### src/rtl/adc_conv_arbiter.sv
// Round-robin arbiter sharing one ADC conversion engine between NUM_REQ requesters.
// Issues a single conversion per grant and returns the result (or a timeout error) to the winner.
module adc_conv_arbiter #(
    parameter int unsigned NUM_REQ = 4,
    parameter int unsigned CH_W    = 1,
    parameter int unsigned DATA_W  = 12,
    parameter int unsigned TIMEOUT = 1023
) (
    input  logic                     clk,
    input  logic                     reset_n,
    input  logic [NUM_REQ-1:0]       req_valid,
    input  logic [NUM_REQ*CH_W-1:0]  req_ch,
    output logic [NUM_REQ-1:0]       req_ready,
    output logic [NUM_REQ-1:0]       resp_valid,
    output logic [DATA_W-1:0]        resp_data,
    output logic                     resp_err,
    output logic                     conv_start,
    output logic [CH_W-1:0]          conv_ch,
    input  logic                     conv_done,
    input  logic [DATA_W-1:0]        conv_data,
    output logic                     busy
);

    localparam int unsigned IDX_W    = $clog2(NUM_REQ);
    localparam int unsigned SUM_W    = IDX_W + 1;
    localparam logic [15:0] TMO_LAST = 16'(TIMEOUT - 1);

    typedef enum logic [1:0] {StIdle, StIssue, StWait, StResp} state_e;

    state_e           state;
    logic [IDX_W-1:0] rr_ptr;
    logic [IDX_W-1:0] grant_idx;
    logic [15:0]      timer;

    logic             win_found;
    logic [IDX_W-1:0] win_idx;
    logic [SUM_W-1:0] sum;
    logic [CH_W-1:0]  win_ch;

    // First requester at or above rr_ptr, wrapping modulo NUM_REQ.
    always_comb begin
        win_found = 1'b0;
        win_idx   = '0;
        sum       = '0;
        for (int i = 0; i < NUM_REQ; i++) begin
            sum = {1'b0, rr_ptr} + SUM_W'(i);
            if (sum >= SUM_W'(NUM_REQ)) begin
                sum = sum - SUM_W'(NUM_REQ);
            end
            if (!win_found && req_valid[sum[IDX_W-1:0]]) begin
                win_found = 1'b1;
                win_idx   = sum[IDX_W-1:0];
            end
        end
    end

    always_comb begin
        win_ch = '0;
        for (int i = 0; i < NUM_REQ; i++) begin
            if (win_idx == IDX_W'(i)) begin
                win_ch = req_ch[i*CH_W +: CH_W];
            end
        end
    end

    always_comb begin
        req_ready = '0;
        if (state == StIdle && win_found) begin
            req_ready[win_idx] = 1'b1;
        end
    end

    always_ff @(posedge clk) begin
        if (!reset_n) begin
            state      <= StIdle;
            rr_ptr     <= '0;
            grant_idx  <= '0;
            timer      <= '0;
            resp_valid <= '0;
            resp_data  <= '0;
            resp_err   <= 1'b0;
            conv_start <= 1'b0;
            conv_ch    <= '0;
            busy       <= 1'b0;
        end else begin
            conv_start <= 1'b0;
            resp_valid <= '0;
            case (state)
                StIdle: begin
                    if (win_found) begin
                        grant_idx  <= win_idx;
                        conv_ch    <= win_ch;
                        conv_start <= 1'b1;
                        busy       <= 1'b1;
                        state      <= StIssue;
                    end
                end
                StIssue: begin
                    timer <= '0;
                    state <= StWait;
                end
                StWait: begin
                    timer <= timer + 16'd1;
                    // A completion on the last timeout cycle still counts as success.
                    if (conv_done) begin
                        resp_data             <= conv_data;
                        resp_err              <= 1'b0;
                        resp_valid[grant_idx] <= 1'b1;
                        state                 <= StResp;
                    end else if (timer == TMO_LAST) begin
                        resp_data             <= '0;
                        resp_err              <= 1'b1;
                        resp_valid[grant_idx] <= 1'b1;
                        state                 <= StResp;
                    end
                end
                StResp: begin
                    rr_ptr <= (grant_idx == IDX_W'(NUM_REQ - 1)) ? '0 : grant_idx + IDX_W'(1);
                    busy   <= 1'b0;
                    state  <= StIdle;
                end
                default: begin
                    state <= StIdle;
                end
            endcase
        end
    end

endmodule

### config.mk
export PLATFORM = sky130hd
export DESIGN_NAME = adc_conv_arbiter
export DESIGN_NICKNAME = d
export VERILOG_FILES = /design/src/rtl/adc_conv_arbiter.sv
export SDC_FILE = /design/constraint.sdc
export NUM_CORES = 1
export LEC_CHECK = 0
export BUFFER_PORTS_ARGS = -buffer_cell sky130_fd_sc_hd__buf_2
export CORE_UTILIZATION = 42
export DETAILED_ROUTE_END_ITERATION = 7
export PLACE_DENSITY = 0.63
export SYNTH_ARGS = -nofsm -noshare
export SYNTH_HDL_FRONTEND = slang
export SYNTH_SLANG_ARGS = --single-unit
### constraint.sdc
create_clock -name clk -period 3.3 [get_ports clk]
set_clock_uncertainty 0.1 [all_clocks]
set_input_delay 0.33 -clock clk [delete_from_list [all_inputs] [get_ports clk]]
set_output_delay 0.33 -clock clk [all_outputs]
set_load 0.03 [all_outputs]
==> results.ini, run 1 <==
[place]
io_buffers = 46
placedInstanceArea_mm2 = 0.00216
hpwlAfterDp_um = 2530
place.gp.congestion = 0.802

[cts]
cts_resized = 0
hold_buffers = 0
worstSkewPairLatency_ns = 0.29
cts_sinks = 42
clock_path_buffers = 2
cts_buffers = 5
clkTransAtPathRegs_ns = 0.08
cts.htree.levels = 2
post_cts_buffers = 0
cts_root_buf = clkbuf_8
cts_tree = built

[die]
num_io_pins = 47
core_mm2 = 0.00435
start_util_pct = 43.4
die_w_um = 69.1
die_y_um = 69.1
num_rows = 24
dieArea_mm2 = 0.00477

[layout]
regArea_um2 = 841
multi_input_area_um2 = 982
most-common-layout-cells = 46 x buf_2, 42 x dfxtp_1, 19 x nor2_1, 17 x nand2_1, 13 x a22o_1
layout-drive-gt1-share_pct = 26.7
n_fill_cell = 407
syn_to_final_growth_pct = 18.8
n_antenna_cell = 0
stdcell_area_mm2 = 0.00225
nNetsFinal = 279
layout_commonest_cell = buf_2

[worst_setup_path]
crit_cells = 5
required_ns = 2.87
crit_chain = nor2b_1 > o21ba_2 > or3_1 > nor3_1 > buf_2
startpoint_type = flip-flop
crit_buf_inv = 1
worstPathArrival_ns = 1.74
path_max_fanout = 5
critPathMaxStageDelay_ns = 0.40
rr_worst_depth = 6
crit_family = simple AND/OR/NAND/NOR gates
crit_path_end_kind = primary output
critPathSlowestCell = dfxtp_1
crit_type = reg -> out

[timing]
rsz0062_at_grt = no
whs_ns = 0.146
period_needed_ns = 2.17
finalHoldViolations = 0
worst_slew_pin_slew_ns = 0.793
setup_viol = 0
layout_worst_path_cycle_share_pct = 65.6
timing.final.max_slew_violations = 0
finalSetupTns_ns = 0
max_freq_mhz = 462
slew_headroom_pct = 46.6

[global_route]
antenna_found_initial = 0
grtUsageMet2_pct = 23.5
grt_pass1_wl_um = 5980
grt_pass1_vias = 1324
grt-ovfl-total = 0
use_met3_pct = 4.39
grt.busiest_layer = met2
grt_use_met1_pct = 20.8
grt_max_degree = 21
grt_use_total_pct = 15.5

[routing]
post_drt_wl_per_cell_um = 11.7
wl_um = 3500
viasPerCell = 5.01
drtPass1Iterations = 4
drtAntennaViolNets = 0
vias = 1499
post-route-drc-count = 0
drt-initial-drc-count = 56

[power]
leakage_uw = 0.00101
ir_drop_mv = 0.255
combPwrFrac_pct = 31.6
clock_power_share_pct = 23.8
switching_power_uw = 483
power.density_mw_per_mm2 = 595
internal_power_uw = 852
power_uw = 1340
pwr-share-seq_pct = 44.6
swShare_pct = 36.2

[worst_hold_path]
hold_path.class = in -> reg
whs_path_depth = 2

[synth]
syn-mean-instance-area_um2 = 9.50
ys_async_sr_fraction_pct = 0
yosysSeqAreaShare_pct = 44.5
synth_fp_nets = 232
synth_seq_cells = 42
synthTopCellsByArea = dfxtp_1 44%, ha_1 6.6%, a22o_1 6.0%, xor2_1 5.1%, nor2_1 3.8%
synth_top_area_share_pct = 44.5
synth_area_leader_cell = dfxtp_1
synth_edf_count = 0
syn_inst = 199
synth_top_flop_cell = dfxtp_1
synth.distinct_cells = 40
yosys_warnings = 0
synthesis.area_mm2 = 0.00189

[job]
maxCapViolations = 0

[run_status]
outcome = finished, final reports clean

==> path summary, 6_finish.rpt <==
kind / start / end / slack, ns
min reg2reg: resp_data[11] / resp_data[11] / 0.38
min: conv_data[4] / resp_data[4] / 0.15
max reg2reg: state[0] / timer[7] / 1.16
max: rr_ptr[0] / req_ready[2] / 1.13
==> power groups by stage <==
| stage | clock network, uW | registers [uW] | logic (uW) |
|---|---|---|---|
| 5_1_grt | 362 | 603 | 467 |
| 4_1_cts | 332 | 596 | 424 |
| 3_3_place_gp | 0 | 606 | 419 |
| 3_5_place_dp | 0 | 607 | 423 |
| 6_report | 318 | 595 | 422 |
| 2_1_floorplan | 0 | 662 | 261 |
==> worst reg2reg max path, delay by kind of cell, from the launching register on <==
kind / cells / cell delay [ns]
AND/OR/NAND/NOR: 1 / 0.05
flip-flops: 1 / 0.38
adder cells (fa/ha/maj): 1 / 0.39
buffers and inverters: 3 / 0.47
AO/OA/AOI/OAI: 1 / 0.65
==> kinds of logic after synthesis <==
family                     after synthesis  synth area share [%]
buffers and inverters                   16                  3.57
adders and majority gates               10                  6.62
xor gates and xnor gates                12                  5.56
AOI/OAI and AO/OA                       34                  13.9
muxes                                    4                  2.12
DFF                                     42                  44.5
and+or+nand+nor                         81                  23.8
==> state kept, by name, indices dropped and copies added, names as in the netlist <==
register / count
grant_idx: 2
resp_valid: 4
resp_data: 12
resp_err: 1
rr_ptr: 2
conv_start: 1
conv_ch: 1
busy: 1
state: 2
timer: 16
==> per-layer routing <==
layer	routed length, um	up-vias
met5	0	-
met4	28	0
met3	140	2
met2	1550	34
met1	1780	675
li1	-	788
==> synthesized netlist by cell type, types with 2 or more instances <==
| master | n |
|---|---|
| or3_1 | 3 |
| nand4_1 | 4 |
| and3_1 | 8 |
| and2_1 | 4 |
| dfxtp_1 | 42 |
| nor3_1 | 5 |
| nand3_1 | 5 |
| xor2_1 | 11 |
| a21boi_0 | 2 |
| a22o_1 | 13 |
| o21ai_0 | 6 |
| nand2_1 | 17 |
| inv_1 | 8 |
| o221ai_1 | 2 |
| clkbuf_1 | 6 |
| a21oi_1 | 5 |
| nor2b_1 | 5 |
| mux2i_1 | 4 |
| ha_1 | 10 |
| nor2_1 | 19 |
==> layout make-up <==
type                    instances  share of cell area [%]
multi-input cells             141                    43.7
flip-flops and latches         42                    37.4
repair buffers                 47                    10.6
clock buffers                   6                    3.23
well taps                      52                    2.90
inverters                       9                    1.50
clock inverters                 2                   0.613
==> metrics by stage <==
step	util (%)	setup WS [ns]	instances
3_5_place_dp	49.6	1.17	291
6_report	51.6	1.13	299
3_3_place_gp	49.6	1.26	291
5_1_grt	51.6	0.979	299
2_1_floorplan	-	1.19	199
4_1_cts	51.6	1.14	299
Note: power is estimated with default switching activity, not from simulation.
==> run 2, diff against run 1 <==
PLACE_DENSITY = 0.66   (was 0.63)
clock period = 1.8 ns   (was 3.3 ns; I/O delays follow)
==> results.ini, run 2 (synthesized netlist as in run 1, its figures left out) <==
[power]
ir_drop_mv = 0.425
clock_power_share_pct = 30.1
combPwrFrac_pct = 33.3
pwr-share-seq_pct = 36.7
leakage_uw = 0.00116
internal_power_uw = 2030
power_uw = 2970
power.density_mw_per_mm2 = 1150
swShare_pct = 31.9
switching_power_uw = 948

[layout]
syn_to_final_growth_pct = 36.9
largest_registers = timer (16), resp_data (12), resp_valid (4)
stdcell_area_mm2 = 0.00259
layout-drive-gt1-share_pct = 36.9
layout_commonest_cell = buf_2
n_antenna_cell = 0
largest_reg_flops = 16
most-common-layout-cells = 42 x buf_2, 38 x dfxtp_1, 19 x nor2_1, 19 x buf_4, 17 x nand2_1
regMostFlops = timer
nNetsFinal = 300

[worst_setup_path]
reg2reg_slack_ns = 0.11
path_max_fanout = 4
startpoint_type = flip-flop
crit_buf_inv = 1
crit_chain = nor2b_2 > a211o_1 > a22o_1 > nor3_2 > buf_4
required_ns = 1.52
crit_type = reg -> out
critPathMaxStageDelay_ns = 0.37
critPathSlowestCell = dfxtp_4
worstPathArrival_ns = 1.60
crit_path_end_kind = primary output
crit_family = compound AO/OA/AOI/OAI gates
timing.rr.start = timer[0]
r2r-end = resp_data[6]
rr_worst_depth = 8

[die]
start_util_pct = 43.4
die_w_um = 69.1
core_mm2 = 0.00435
die_y_um = 69.1
num_io_pins = 47
num_rows = 24
dieArea_mm2 = 0.00477

[global_route]
grt_use_total_pct = 16.8
antenna_found_initial = 0
grt_pass1_vias = 1519
grt_max_degree = 21
grt-ovfl-total = 0
grt_pass1_wl_um = 6530

[run_status]
violations = setup timing
outcome = finished, violations left

[routing]
drtAntennaViolNets = 0
drt-initial-drc-count = 60
viasPerCell = 5.01
post_drt_wl_per_cell_um = 12.0
post-route-drc-count = 0
drtPass1Iterations = 4
vias = 1604
wl_um = 3830

[timing]
slew_headroom_pct = 78.5
setup_ws_ns = -0.0834
whs_ns = 0.00734
finalHoldViolations = 0
rsz0062_at_grt = yes
timing.final.max_slew_violations = 0
max_freq_mhz = 531
period_needed_ns = 1.88
setup_viol = 3
layout_worst_path_cycle_share_pct = 105
worst_slew_pin_slew_ns = 0.319

[place]
io_buffers = 46
place.gp.congestion = 0.810
dp_slack_ns = 0.00946
hpwlAfterDp_um = 2590
placedInstanceArea_mm2 = 0.00227

[cts]
clkTransAtPathRegs_ns = 0.07
cts_root_buf = clkbuf_8
cts_buffers = 5
clock_path_buffers = 2
worstSkewPairLatency_ns = 0.29
cts.htree.levels = 2
cts_sinks = 42
cts_tree = built

[worst_hold_path]
min_to = resp_data[8]
whs_path_depth = 2
hold_path.class = in -> reg
hp-start = conv_data[8]

[job]
maxCapViolations = 0

run 2: changes by cell type in the layout (fill, tap and decap cells not counted), moves of 2 or more:
cell           delta
dfxtp_2           +3
nor3_1            -4
a21oi_2           +2
buf_4            +18
nor3_2            +4
a21oi_1           -2
bufinv_16         +2
buf_2             -4
dfxtp_1           -4
dlygate4sd3_1     +6
run 2: routing by layer:
| metal | wire [um] | track usage [%] | up-vias |
|---|---|---|---|
| li1 | - | - | 826 |
| met1 | 1800 | 20.4 | 730 |
| met2 | 1780 | 28.0 | 42 |
| met3 | 171 | 4.39 | 6 |
| met4 | 66 | 6.80 | 0 |
| met5 | 0 | 0 | - |
run 2: power groups by stage:
stage | Sequential, uW | Clock, uW | Combinational [uW]
after detailed placement | 1100 | 0 | 879
after floorplan | 1210 | 0 | 482
final | 1090 | 894 | 989
after CTS | 1080 | 923 | 983
after global routing | 1110 | 960 | 1080
after global placement | 1100 | 0 | 868
run 2: timing repair:
| action | 4_1_cts | 5_1_grt |
|---|---|---|
| endpoints found under the setup margin | 5 | 18 |
| hold buffers | 4 | 2 |
| hold endpoints to repair | 4 | 2 |
| buffers inserted | 2 | 0 |
| pin swaps | 4 | 4 |
| gates resized for setup | 15 | 8 |
run 2: cell type report:
type / instances / area, um2
clock buffer: 6 / 82.6
clock inverter: 2 / 60.1
fill: 384 / 1770
inverter: 9 / 33.8
multi-input combinational: 141 / 1070
sequential: 42 / 848
tap: 52 / 65.1
timing repair buffer: 68 / 433
run 2: how the worst max path moves through the flow:
stage          startpoint            to  slack (ns)  depth (start not counted)
4_1_cts         rr_ptr[0]  req_ready[3]        -0.1                          5
3_3_place_gp     state[0]     timer[15]        0.07                          7
3_5_place_dp     state[0]     timer[15]       0.009                          7
2_1_floorplan   rr_ptr[0]  req_ready[1]       -0.12                          4
5_1_grt         rr_ptr[0]  req_ready[3]       -0.14                          5
6_report        rr_ptr[0]  req_ready[1]       -0.08                          5
run 2: per-stage QoR:
stage | setup TNS (ns) | std cells | util, %
2_1_floorplan | -0.237 | 199 | -
3_3_place_gp | 0 | 304 | 52.2
3_5_place_dp | 0 | 304 | 52.2
4_1_cts | -0.201 | 318 | 58.2
5_1_grt | -0.478 | 320 | 59.5
6_report | -0.190 | 320 | 59.5
==> run 3, diff against run 2 <==
CORE_ASPECT_RATIO = 0.75   (was default)
==> results.ini, run 3 (synthesized netlist as in run 1, its figures left out) <==
[layout]
n_fill_cell = 353
largest_reg_flops = 16
layout-drive-gt1-share_pct = 35.7
regMostFlops = timer
n_antenna_cell = 0
largest_registers = timer (16), resp_data (12), resp_valid (4)
layout_commonest_cell = buf_2
syn_to_final_growth_pct = 37.7
nNetsFinal = 304
most-common-layout-cells = 42 x buf_2, 39 x dfxtp_1, 19 x nor2_1, 17 x nand2_1, 17 x buf_4

[global_route]
use_met3_pct = 5.65
grtUsageMet2_pct = 26.4
grt_max_degree = 21
grt-ovfl-total = 0
grt_pass1_vias = 1413
grt_pass1_wl_um = 6380
grt_use_total_pct = 17.7
grt.busiest_layer = met2
antenna_found_initial = 0
grt_use_met1_pct = 24.2

[worst_setup_path]
crit_type = reg -> out
crit_family = simple AND/OR/NAND/NOR gates
rr_worst_depth = 7
required_ns = 1.52
crit_chain = a21oi_2 > nor3b_2 > or3_4 > nor3_4 > buf_6
r2r-end = resp_err
critPathMaxStageDelay_ns = 0.42
path_max_fanout = 5
worstPathArrival_ns = 1.62
critPathSlowestCell = or3_4
timing.rr.start = timer[0]
crit_path_end_kind = primary output
startpoint_type = flip-flop
reg2reg_slack_ns = 0.10
crit_buf_inv = 1

[timing]
worst_slew_pin_slew_ns = 0.351
slew_headroom_pct = 76.4
whs_ns = 0.0186
rsz0062_at_grt = yes
setup_ws_ns = -0.0960
finalHoldViolations = 0
layout_worst_path_cycle_share_pct = 105
period_needed_ns = 1.90
max_freq_mhz = 527
setup_viol = 4
timing.final.max_slew_violations = 0

[die]
num_rows = 20
num_io_pins = 47
die_y_um = 60.1
die_w_um = 79.5
dieArea_mm2 = 0.00478
core_mm2 = 0.00418
start_util_pct = 45.2

[cts]
clock_path_buffers = 2
clkTransAtPathRegs_ns = 0.08
cts_buffers = 5
cts_sinks = 42
cts_tree = built
cts_root_buf = clkbuf_8
worstSkewPairLatency_ns = 0.29
cts.htree.levels = 2

[place]
place.gp.congestion = 0.734
io_buffers = 46
hpwlAfterDp_um = 2710

[routing]
post-route-drc-count = 0
drtPass1Iterations = 4
viasPerCell = 4.88
drtAntennaViolNets = 0
post_drt_wl_per_cell_um = 12.2
wl_um = 3990
drt-initial-drc-count = 67
vias = 1595

[run_status]
outcome = finished, violations left
violations = setup timing

[worst_hold_path]
min_to = resp_data[4]
hp-start = conv_data[4]
hold_path.class = in -> reg
whs_path_depth = 2

[power]
leakage_uw = 0.00118
power_uw = 2820
power.density_mw_per_mm2 = 1080
ir_drop_mv = 0.565

[job]
maxCapViolations = 0

-- run 3: cell types whose count changed in the layout (fill, tap and decap cells not counted), sizes merged --
cell	change
buf	-2
clkinv	+2
bufinv	-1
dlygate4sd3	+5
nor2b	+1
clkbuf	-1
-- run 3: how the worst max path moves through the flow --
| stage | cells past startpoint | endpoint | start |
|---|---|---|---|
| 2_1_floorplan | 4 | req_ready[1] | rr_ptr[0] |
| 3_3_place_gp | 7 | resp_data[0] | timer[0] |
| 3_5_place_dp | 7 | resp_data[4] | timer[0] |
| 4_1_cts | 5 | req_ready[3] | rr_ptr[0] |
| 5_1_grt | 5 | req_ready[0] | rr_ptr[0] |
| 6_report | 5 | req_ready[3] | rr_ptr[1] |
-- run 3: layout make-up --
type	count	area [um2]	share of cell area, %
Timing Repair Buffer	71	459	17.6
Sequential cell	42	847	32.5
Multi-Input combinational cell	142	1080	41.7
Clock inverter	3	40.0	1.54
Inverter	9	33.8	1.30
Clock buffer	5	68.8	2.64
Tap cell	55	68.8	2.64
-- run 3: per-stage QoR --
| step | area, um2 | utilization (%) | cells | TNS (ns) | setup slack, ns |
|---|---|---|---|---|---|
| floorplan | 1900 | - | 199 | -0.237 | -0.119 |
| finish | 2600 | 62.3 | 327 | -0.263 | -0.0960 |
| global placement | 2250 | 53.9 | 305 | -0.784 | -0.0661 |
| CTS | 2520 | 60.3 | 324 | -0.220 | -0.0997 |
| global route | 2600 | 62.3 | 327 | -0.546 | -0.159 |
| detailed placement | 2250 | 53.9 | 305 | -1.08 | -0.105 |
-- run 3: repair_timing --
| item | 4_1_cts | 5_1_grt |
|---|---|---|
| gates cloned | 0 | 1 |
| pin swaps | 5 | 2 |
| hold buffers | 10 | 1 |
| gates resized for setup | 13 | 13 |
| endpoints found under the setup margin | 17 | 19 |
| buffers inserted | 1 | 1 |
| endpoints found under the hold margin | 10 | 1 |
-- run 3: per-layer routing --
layer	vias up	share of wire (%)
met5	-	0
met4	0	1.5
met3	7	4.8
met2	45	42
met1	704	51
li1	839	-
-- run 3: report_power, final --
part	switching (uW)	internal, uW
logic	593	408
clock network	321	408
registers	62.3	1030
total	977	1840
